--- config.mk ---
export PLATFORM = sky130hd
export DESIGN_NAME = fb_write_arbiter
export DESIGN_NICKNAME = d
export VERILOG_FILES = /design/src/rtl/fb_write_arbiter.sv
export SDC_FILE = /design/constraint.sdc
export NUM_CORES = 1
export LEC_CHECK = 0
export CAP_MARGIN = 30
export CORE_MARGIN = 10
export CORE_UTILIZATION = 50
export CTS_CLUSTER_DIAMETER = 100
export CTS_CLUSTER_SIZE = 14
export DETAILED_ROUTE_END_ITERATION = 10
export GPL_ROUTABILITY_DRIVEN = 0
export PLACE_DENSITY = 0.75
export REMOVE_ABC_BUFFERS = 1
export SYNTH_ARGS = -nofsm -noshare
export SYNTH_HDL_FRONTEND = slang
export SYNTH_SLANG_ARGS = --single-unit
export TNS_END_PERCENT = 20
--- constraint.sdc ---
create_clock -name clk -period 2.69 [get_ports clk]
set_input_delay 0.538 -clock clk [delete_from_list [all_inputs] [get_ports clk]]
set_output_delay 0.538 -clock clk [all_outputs]
set_load 0.1 [all_outputs]
--- src/rtl/fb_write_arbiter.sv ---
`timescale 1ns/1ps
// fb_write_arbiter: buffers voxel-engine framebuffer writes in a FIFO and
// shares the single RAM port with 4x-scaled video scan-out reads.
// Ports: clk, reset (async, active-high); video timing display_on/hpos/vpos;
//   engine stream wr_we/wr_addr/wr_data -> wr_full, overflow (sticky);
//   RAM port ram_addr/ram_we/ram_wdata, ram_rdata (sync, 1-cycle);
//   pixel = scanned-out byte.
// Option: define FB_WRITE_COALESCE_EN to merge a write to the address of the
//   newest queued entry into that entry instead of pushing a new one.
module fb_write_arbiter #(
    parameter int DEPTH = 8,
    parameter int AW    = 12,
    parameter int DW    = 8
) (
    input  logic          clk,
    input  logic          reset,
    input  logic          display_on,
    input  logic [8:0]    hpos,
    input  logic [8:0]    vpos,
    input  logic          wr_we,
    input  logic [AW-1:0] wr_addr,
    input  logic [DW-1:0] wr_data,
    output logic          wr_full,
    output logic          overflow,
    output logic [AW-1:0] ram_addr,
    output logic          ram_we,
    output logic [DW-1:0] ram_wdata,
    input  logic [DW-1:0] ram_rdata,
    output logic [DW-1:0] pixel
);

    localparam int PW = (DEPTH > 1) ? $clog2(DEPTH) : 1;
    localparam int CW = PW + 1;

    logic [AW-1:0] addr_mem [DEPTH];
    logic [DW-1:0] data_mem [DEPTH];

    logic [PW-1:0] wr_ptr_q, wr_ptr_d;
    logic [PW-1:0] rd_ptr_q, rd_ptr_d;
    logic [CW-1:0] count_q, count_d;
    logic          overflow_q, overflow_d;
    logic          rd_pending_q, rd_pending_d;
    logic [DW-1:0] pixel_q, pixel_d;

    logic [AW-1:0] vidaddr;
    logic          read_slot;
    logic          fifo_empty;
    logic          fifo_full;
    logic          pop;
    logic          coal;
    logic          push;
    logic          drop;

    // hpos[8]/vpos[8] are outside the 64x64 scaled window.
    logic unused_pos;
    assign unused_pos = &{1'b0, hpos[8], vpos[8]};

    // 4x scaling: each buffer pixel covers a 4x4 screen block.
    assign vidaddr    = AW'({vpos[7:2], hpos[7:2]});
    assign read_slot  = display_on && (hpos[1:0] == 2'b00);
    assign fifo_empty = (count_q == '0);
    assign fifo_full  = (count_q == CW'(DEPTH));
    assign pop        = !read_slot && !fifo_empty;

`ifdef FB_WRITE_COALESCE_EN
    logic [PW-1:0] tail_idx;
    assign tail_idx = wr_ptr_q - 1'b1;
    // The newest entry is only mergeable if it is not leaving this cycle;
    // with count==1 the head and the newest entry are the same slot.
    assign coal = wr_we
               && !fifo_empty
               && (addr_mem[tail_idx] == wr_addr)
               && !(pop && (count_q == CW'(1)));
`else
    assign coal = 1'b0;
`endif

    // Fullness is judged on the count at the start of the cycle, so a
    // request at full is dropped even if a pop frees a slot this cycle.
    assign push = wr_we && !coal && !fifo_full;
    assign drop = wr_we && !coal && fifo_full;

    always_comb begin
        count_d = count_q;
        unique case ({push, pop})
            2'b10:   count_d = count_q + 1'b1;
            2'b01:   count_d = count_q - 1'b1;
            default: count_d = count_q;
        endcase
        wr_ptr_d   = push ? wr_ptr_q + 1'b1 : wr_ptr_q;
        rd_ptr_d   = pop  ? rd_ptr_q + 1'b1 : rd_ptr_q;
        overflow_d = overflow_q | drop;
    end

    // A read issued in a slot returns data one cycle later; capture it at
    // the end of that following cycle.
    always_comb begin
        pixel_d      = pixel_q;
        rd_pending_d = 1'b0;
        if (!display_on) begin
            pixel_d      = '0;
            rd_pending_d = 1'b0;
        end else begin
            if (rd_pending_q) begin
                pixel_d = ram_rdata;
            end
            rd_pending_d = read_slot;
        end
    end

    always_ff @(posedge clk or posedge reset) begin
        if (reset) begin
            wr_ptr_q     <= '0;
            rd_ptr_q     <= '0;
            count_q      <= '0;
            overflow_q   <= 1'b0;
            rd_pending_q <= 1'b0;
            pixel_q      <= '0;
        end else begin
            wr_ptr_q     <= wr_ptr_d;
            rd_ptr_q     <= rd_ptr_d;
            count_q      <= count_d;
            overflow_q   <= overflow_d;
            rd_pending_q <= rd_pending_d;
            pixel_q      <= pixel_d;
        end
    end

    // Storage needs no reset: the count alone decides what is valid.
    always_ff @(posedge clk) begin
        if (push) begin
            addr_mem[wr_ptr_q] <= wr_addr;
            data_mem[wr_ptr_q] <= wr_data;
        end
`ifdef FB_WRITE_COALESCE_EN
        if (coal) begin
            data_mem[tail_idx] <= wr_data;
        end
`endif
    end

    always_comb begin
        ram_we    = pop && !reset;
        ram_addr  = vidaddr;
        ram_wdata = '0;
        if (pop) begin
            ram_addr  = addr_mem[rd_ptr_q];
            ram_wdata = data_mem[rd_ptr_q];
        end
    end

    assign wr_full  = fifo_full;
    assign overflow = overflow_q;
    assign pixel    = pixel_q;

endmodule

==> results of run 1 <==
==> power by group through the flow <==
| stage | combinational (mW) | sequential, mW | clock, mW |
|---|---|---|---|
| floorplan | 3.42 | 4.04 | 0 |
| global placement | 5.76 | 3.74 | 0 |
| detailed placement | 5.81 | 3.77 | 0 |
| CTS | 5.89 | 3.70 | 2.68 |
| global route | 6.19 | 3.73 | 2.80 |
| finish | 5.91 | 3.70 | 2.63 |
==> cells in the mapped netlist, types with 2 or more instances <==
cell type / instances / area (um2)
ha_1: 5 / 62.56
nand2b_1: 4 / 25.02
nor2_1: 17 / 63.81
buf_6: 2 / 22.52
xnor2_1: 5 / 43.79
o21ai_0: 2 / 10.01
buf_4: 3 / 22.52
xor2_1: 3 / 26.28
edfxtp_1: 160 / 4805
buf_2: 10 / 50.05
mux2i_1: 28 / 280.3
dfrtp_1: 20 / 500.5
nand2_1: 24 / 90.09
mux4_2: 39 / 878.3
nor3_1: 2 / 10.01
nor2b_1: 9 / 56.30
o21ai_1: 12 / 60.06
inv_1: 3 / 11.26
==> worst max-delay path, cell delays in order, from the launching register on <==
cell       delay, ns
dfrtp_2         0.40
buf_4           0.17
clkbuf_16       0.17
mux4_2          0.50
mux2i_1         0.14
o21ai_1         0.12
buf_12          0.19
==> area by class of cell <==
cell class,count,area [um2],share of cell area (%)
Clock buffer,18,429.2,4.652
Inverter,3,11.26,0.1221
Tap cell,180,225.2,2.441
Timing Repair Buffer,111,1280,13.87
Sequential cell,180,5308,57.53
Multi-Input combinational cell,161,1763,19.11
Clock inverter,14,209.0,2.265
==> final timing paths <==
| path | start | endpoint | slack (ns) | depth (start not counted) |
|---|---|---|---|---|
| max | rd_ptr_q[1]$_DFFE_PP0N_ | ram_addr[6] | 0.03 | 6 |
| min | overflow$_DFF_PP0_ | overflow$_DFF_PP0_ | 0.47 | 1 |
| max reg2reg | count_q[0]$_DFFE_PP0P_ | count_q[2]$_DFFE_PP0P_ | 0.53 | 10 |
| min reg2reg | overflow$_DFF_PP0_ | overflow$_DFF_PP0_ | 0.47 | 1 |
| max in group asynchronous | reset | rd_ptr_q[1]$_DFFE_PP0N_ | 1.57 | 2 |
| min in group asynchronous | reset | pixel[1]$_DFFE_PP0P_ | 0.59 | 2 |
==> cell families after synthesis <==
group,count (synthesis)
multiplexers,69
XOR/XNOR,8
AND/OR/NAND/NOR,62
flip-flops,180
adder cells (fa/ha/maj),5
buffers and inverters,21
AO/OA/AOI/OAI,17
==> cells in the final DEF (no fill, tap or decap), drive strengths merged, types with 9 or more instances in the layout <==
master	count
clkbuf	19
dfrtp	20
nor2	17
nor2b	9
nand2	24
mux2i	28
edfxtp	160
clkdlybuf4s50	45
buf	65
o21ai	14
mux4	40
==> what timing repair did <==
action	in CTS	in global routing
setup endpoints to repair	9	15
gates resized for setup	1	5
gates cloned	0	1
setup buffers	2	1
pin swaps	0	0
==> sequential cells by signal, indices dropped and copies added, names as in the netlist <==
| signal | cells |
|---|---|
| count_q | 4 |
| addr_mem | 96 |
| rd_pending_q | 1 |
| data_mem | 64 |
| overflow | 1 |
| rd_ptr_q | 3 |
| wr_ptr_q | 3 |
| pixel | 8 |
==> per-layer routing <==
layer	up-vias	track usage (%)
met5	-	0
li1	1657	-
met1	1874	17.36
met3	21	4.287
met2	92	25.17
met4	2	6.630
==> stage by stage <==
stage | total power, mW | instance area, um2 | worst slack, ns
3_5_place_dp | 9.582 | 8518 | 0.01674
4_1_cts | 12.27 | 9175 | -0.02422
3_3_place_gp | 9.497 | 8518 | 0.02231
6_report | 12.24 | 9225 | 0.02512
2_1_floorplan | 7.462 | 7037 | -1.259
5_1_grt | 12.72 | 9225 | -0.03252
==> metrics.json, run 1 <==
{
  "floorplan.initialDensity": {"value": 51.27, "unit": "%"},
  "drt-initial-drc-count": {"value": 216},
  "routed-via-count": {"value": 3646},
  "static-leakage-power": {"value": 3.237, "unit": "nW"},
  "remaining_design_rule_violation_count": {"value": 0},
  "criticalPathCategory": {"value": "reg -> out"},
  "synth_xor_area_share": {"value": 0.9770, "unit": "%"},
  "power.share.switching": {"value": 38.90, "unit": "%"},
  "routed-wl-met3": {"value": 762, "unit": "um"},
  "h-tree-depth": {"value": 4},
  "worstPathRequired": {"value": 2.15, "unit": "ns"},
  "main_combinational_cell_family_by_area_after_synthesis": {"value": "multiplexers"},
  "max-cap-violations": {"value": 0},
  "synth-simple-area-share": {"value": 4.187, "unit": "%"},
  "first_global_vias": {"value": 3939},
  "synth-main-ff-cell": {"value": "edfxtp_1"},
  "ys_seq_area_share": {"value": 73.97, "unit": "%"},
  "ctsHoldBuffers": {"value": 0},
  "buffer_ports.inserted": {"value": 76},
  "seq_power_share": {"value": 30.2, "unit": "%"},
  "setup_viol_count_final": {"value": 0},
  "netsw": {"value": 4.762, "unit": "mW"},
  "synth_warnings": {"value": 0},
  "rsz0062_at_grt": {"value": "yes"},
  "crit_path_max_fanout": {"value": 7},
  "synth-edff-count": {"value": 160},
  "cell_int_power": {"value": 7.479, "unit": "mW"},
  "clock_power_share": {"value": 21.5, "unit": "%"},
  "crit_path_end_kind": {"value": "output port"},
  "global_route.overflow_total": {"value": 0},
  "fin_hold_ws": {"value": 0.4681, "unit": "ns"},
  "largest_net_degree_at_the_start_of_global_routing": {"value": 26},
  "fmax": {"value": 375.3, "unit": "MHz"},
  "die_area": {"value": 0.01953, "unit": "mm2"},
  "timing.clock.skew": {"value": 0.005483, "unit": "ns"},
  "place.detailed.hpwl": {"value": 9314, "unit": "um"},
  "route.antenna.remaining_nets": {"value": 0},
  "die_w": {"value": 139.8, "unit": "um"},
  "holdCritPathClass": {"value": "reg -> reg"},
  "setup-tns-final": {"value": 0, "unit": "ns"},
  "slew_hr": {"value": 48.49, "unit": "%"},
  "numCtsBuffers": {"value": 17},
  "route.layer.met1.wl": {"value": 5764, "unit": "um"},
  "synth-compound-area-share": {"value": 1.274, "unit": "%"},
  "detail_route.first_pass.iterations": {"value": 4},
  "multiplexer_area_fraction_after_synthesis": {"value": 16.68, "unit": "%"},
  "chip_height": {"value": 139.8, "unit": "um"},
  "vias_per_cell": {"value": 5.466},
  "pwr-share-comb": {"value": 48.3, "unit": "%"},
  "wl_per_cell": {"value": 21.31, "unit": "um"},
  "cts-root-to-sink-buffers": {"value": 2},
  "grt_first_pass_wirelength": {"value": 22330, "unit": "um"},
  "setup.worst_path.start_class": {"value": "flip-flop"},
  "core_area": {"value": 0.01399, "unit": "mm2"},
  "clockRootBuffer": {"value": "clkbuf_16"},
  "min_period_over_period": {"value": 99.07, "unit": "%"},
  "layout-area-overhead-vs-synth": {"value": 28.63, "unit": "%"},
  "drv_slew": {"value": 0},
  "initial_antenna_violation_count": {"value": 1},
  "site_rows": {"value": 43},
  "cellPowerDensity": {"value": 1327, "unit": "mW/mm2"},
  "track_usage": {"value": 14.94, "unit": "%"},
  "tritoncts_num_sinks": {"value": 180},
  "postSynthAreaPerCell": {"value": 19.81, "unit": "um2"},
  "worst_ep_arrival_time": {"value": 2.13, "unit": "ns"},
  "met2WireLength": {"value": 7449, "unit": "um"},
  "yosys.cell_types.count": {"value": 32},
  "synth.cell_area": {"value": 0.007172, "unit": "mm2"},
  "ir_worst_vdd": {"value": 1028, "unit": "uV"},
  "synth-adder-area-share": {"value": 0.8723, "unit": "%"},
  "antennaDiodeCount": {"value": 0},
  "num-nets-final": {"value": 529},
  "async_reset_ff_share": {"value": 11.11, "unit": "%"},
  "wirelength": {"value": 14220, "unit": "um"},
  "worst_slew_pin_slew": {"value": 0.7718, "unit": "ns"},
  "worst_skew_pair.late_latency": {"value": 0.43, "unit": "ns"},
  "top_layer_used": {"value": "met5"},
  "synth_cells": {"value": 362},
  "drive_above_1_share": {"value": 31.42, "unit": "%"},
  "clkSlewWorstSetupHoldPaths": {"value": 0.06, "unit": "ns"},
  "ioPinCount": {"value": 81},
  "fin_crit": {"value": 2.665, "unit": "ns"},
  "synth.ff_latch_count": {"value": 180},
  "final_util": {"value": 65.95, "unit": "%"},
  "fin_cells": {"value": 667},
  "tritoncts": {"value": "yes"},
  "layout.filler_cells": {"value": 921},
  "dpl.cell_count": {"value": 631},
  "run_status": {"value": "complete, no violations"},
  "hold_viol": {"value": 0}
}
Note: power is estimated with default switching activity, not from simulation.
==> inputs of run 2 (changes only) <==
- CELL_PAD_IN_SITES_DETAIL_PLACEMENT: default -> 1
- CELL_PAD_IN_SITES_GLOBAL_PLACEMENT: default -> 1
- CORE_MARGIN: 10 -> 1
- CORE_UTILIZATION: 50 -> 44
- PLACE_DENSITY: 0.75 -> default
- PLACE_DENSITY_LB_ADDON: default -> 0.1
==> run 2 against run 1 <==
  * Non-clock buffer count is 8 higher
  * Clock-buffer cell count is the same
  * Largest cell class unchanged
  * Global-route usage is 4.6 points higher
  * Sequential power hardly changed
  * Via count increased by 1.9%
  * Critical endpoint unchanged
  * Final area up 1.6%
  * Hold slack got worse by 0.0033 ns
  * Wire length is 8.5% higher
  * Fmax fell by 0.17%
  * First-iteration DRC count is 6.9% higher
==> metrics.json, run 2 (synthesis results as in run 1) <==
{
  "global_route.overflow_total": {"value": 0, "change": "unchanged"},
  "final_util": {"value": 59.01, "unit": "%", "change": "-6.9 points"},
  "clkSlewWorstSetupHoldPaths": {"value": 0.06, "unit": "ns", "change": "about the same"},
  "fin_area": {"value": 0.009374, "unit": "mm2", "change": "+1.6%"},
  "drt-initial-drc-count": {"value": 231, "change": "+6.9%"},
  "worstPathRequired": {"value": 2.15, "unit": "ns", "change": "about the same"},
  "worst_setup_path_startpoint": {"value": "rd_ptr_q[1]$_DFFE_PP0N_"},
  "timing.clock.skew": {"value": 0.007330, "unit": "ns", "change": "+0.001847 ns"},
  "most_frequent_standard_cell_in_the_layout_excluding_fill_and_tap_cells": {"value": "edfxtp_1"},
  "cellPowerDensity": {"value": 1315, "unit": "mW/mm2", "change": "-0.90%"},
  "rsz0062_at_grt": {"value": "yes"},
  "first_global_vias": {"value": 3999, "change": "+1.5%"},
  "wirelength": {"value": 15420, "unit": "um", "change": "+8.5%"},
  "run_status": {"value": "complete, no violations"},
  "multiInputGateArea": {"value": 0.001788, "unit": "mm2", "change": "+1.4%"},
  "fin_crit": {"value": 2.670, "unit": "ns", "change": "+0.004625 ns"},
  "clockRootBuffer": {"value": "clkbuf_16"},
  "totalPowerFinal": {"value": 12.33, "unit": "mW", "change": "+0.70%"},
  "worst_path_largest_cell_delay": {"value": 0.44, "unit": "ns", "change": "-0.06 ns"},
  "max-cap-violations": {"value": 0, "change": "unchanged"},
  "place.detailed.hpwl": {"value": 9545, "unit": "um", "change": "+2.5%"},
  "ctsHoldBuffers": {"value": 0, "change": "unchanged"},
  "antennaDiodeCount": {"value": 0, "change": "unchanged"},
  "timing.critical_path.slowest_stage_cell": {"value": "dfrtp_2"},
  "cts-root-to-sink-buffers": {"value": 2, "change": "unchanged"},
  "num-nets-final": {"value": 537, "change": "+1.5%"},
  "gr-usage-met2": {"value": 31.80, "unit": "%", "change": "+6.6 points"},
  "dp_slack": {"value": -0.009129, "unit": "ns", "change": "-0.02586 ns"},
  "floorplan.initialDensity": {"value": 45.15, "unit": "%", "change": "-6.1 points"},
  "regMostFlops": {"value": "addr_mem"},
  "fmax": {"value": 374.6, "unit": "MHz", "change": "-0.17%"},
  "worst_ep_arrival_time": {"value": 2.13, "unit": "ns", "change": "about the same"},
  "chip_height": {"value": 129.7, "unit": "um", "change": "-7.2%"},
  "met1_usage": {"value": 26.20, "unit": "%", "change": "+8.8 points"},
  "layout-area-overhead-vs-synth": {"value": 30.70, "unit": "%"},
  "ir_worst_vdd": {"value": 802.3, "unit": "uV", "change": "-22%"},
  "crit_path_max_fanout": {"value": 5, "change": "-2"},
  "worst_slew_pin_slew": {"value": 0.8820, "unit": "ns", "change": "+0.1103 ns"},
  "grt_first_pass_wirelength": {"value": 23190, "unit": "um", "change": "+3.9%"},
  "layout.filler_cells": {"value": 1396, "change": "+52%"},
  "fin_hold_ws": {"value": 0.4648, "unit": "ns", "change": "-0.003307 ns"},
  "crit_path_end_kind": {"value": "output port"},
  "drive_above_1_share": {"value": 33.54, "unit": "%", "change": "+2.1 points"},
  "worst_skew_pair.late_latency": {"value": 0.43, "unit": "ns", "change": "about the same"},
  "min-delay-start": {"value": "overflow$_DFF_PP0_"},
  "vias_per_cell": {"value": 5.224, "change": "-4.4%"},
  "criticalPathCategory": {"value": "reg -> out"},
  "setup.worst_path.start_class": {"value": "flip-flop"},
  "track_usage": {"value": 19.58, "unit": "%", "change": "+4.6 points"},
  "tritoncts_num_sinks": {"value": 180, "change": "unchanged"},
  "die_area": {"value": 0.01681, "unit": "mm2", "change": "-14%"},
  "setup_viol_count_final": {"value": 0, "change": "unchanged"},
  "peak_usage_layer_in_the_global_routing_report": {"value": "met2"},
  "crit_chain": {"value": "buf_4, buf_12, buf_4, mux4_2, mux2i_1, o21ai_1, buf_12"},
  "setup-tns-final": {"value": 0, "unit": "ns", "change": "unchanged"},
  "setup_ws": {"value": 0.02050, "unit": "ns", "change": "-0.004625 ns"},
  "place_area": {"value": 0.008593, "unit": "mm2", "change": "+0.88%"},
  "h-tree-depth": {"value": 4, "change": "unchanged"},
  "min_delay_path_depth": {"value": 1, "change": "unchanged"},
  "r2r-start": {"value": "count_q[0]$_DFFE_PP0P_"},
  "fin_cells": {"value": 711, "change": "+6.6%"},
  "ioPinCount": {"value": 81, "change": "unchanged"},
  "reg2regPathDepth": {"value": 10, "change": "unchanged"},
  "dpl.cell_count": {"value": 666, "change": "+5.5%"},
  "remaining_design_rule_violation_count": {"value": 0, "change": "unchanged"},
  "routed-via-count": {"value": 3714, "change": "+1.9%"},
  "largest_reg_flops": {"value": 96, "change": "unchanged"},
  "drv_slew": {"value": 0, "change": "unchanged"},
  "static-leakage-power": {"value": 3.287, "unit": "nW", "change": "+1.5%"},
  "initial_antenna_violation_count": {"value": 0, "change": "-1"},
  "holdCritPathClass": {"value": "reg -> reg"},
  "tritoncts": {"value": "yes"},
  "hold_viol": {"value": 0, "change": "unchanged"},
  "die_w": {"value": 129.7, "unit": "um", "change": "-7.2%"},
  "mostFrequentLayoutCells": {"value": "160 x edfxtp_1, 45 x clkdlybuf4s50_1, 39 x mux4_2, 39 x buf_4, 28 x buf_12"},
  "min_period_over_period": {"value": 99.24, "unit": "%", "change": "+0.17 points"},
  "detail_route.first_pass.iterations": {"value": 4, "change": "unchanged"},
  "layout.area.seq": {"value": 0.005308, "unit": "mm2", "change": "unchanged"},
  "numCtsBuffers": {"value": 17, "change": "unchanged"},
  "largest_net_degree_at_the_start_of_global_routing": {"value": 26, "change": "unchanged"},
  "route.antenna.remaining_nets": {"value": 0, "change": "unchanged"},
  "buffer_ports.inserted": {"value": 76, "change": "unchanged"},
  "slew_hr": {"value": 41.13, "unit": "%", "change": "-7.4 points"},
  "wl_per_cell": {"value": 21.69, "unit": "um", "change": "+1.8%"},
  "groute.layer.met3.usage": {"value": 4.005, "unit": "%", "change": "-0.28 points"},
  "core_area": {"value": 0.01589, "unit": "mm2", "change": "+14%"},
  "site_rows": {"value": 46, "change": "+7.0%"}
}
[run 2: worst max-delay path: cells and delay by family (launching register included)]
family                 cells  cell delay (ns)
flip-flops                 1             0.44
multiplexers               2             0.55
AO/OA/AOI/OAI              1             0.11
buffers and inverters      4             0.60
[run 2: cell type report]
| class | instances | area share, % |
|---|---|---|
| clock buffers | 18 | 4.578 |
| inverters | 3 | 0.1201 |
| repair buffers | 119 | 15.27 |
| flip-flops and latches | 180 | 56.62 |
| multi-input cells | 161 | 19.07 |
| well taps | 216 | 2.883 |
| clock inverters | 14 | 1.455 |
[run 2: repair_timing]
action                     in CTS  in global routing
setup buffers                   0                 10
gates cloned                    0                  3
resized for setup               1                 18
setup endpoints to repair       2                 12
[run 2: worst paths after layout]
check	to	slack (ns)
max	ram_addr[6]	0.02
max in group asynchronous	rd_ptr_q[0]$_DFFE_PP0N_	1.43
min reg2reg	overflow$_DFF_PP0_	0.46
max reg2reg	count_q[2]$_DFFE_PP0P_	0.48
min	overflow$_DFF_PP0_	0.46
min in group asynchronous	pixel[5]$_DFFE_PP0P_	0.65
[run 2: per-layer routing]
layer	part of all wire, %	vias to the layer above
li1	-	1676
met3	3.7	16
met4	1.5	0
met5	0	-
met1	44	1930
met2	51	92
[run 2: power by group]
group	leakage [nW]	internal (mW)	switching, mW
Combinational	1.31	2.53	3.70
Sequential	1.70	3.51	0.195
Clock	0.278	1.36	1.03
Total	3.29	7.40	4.92
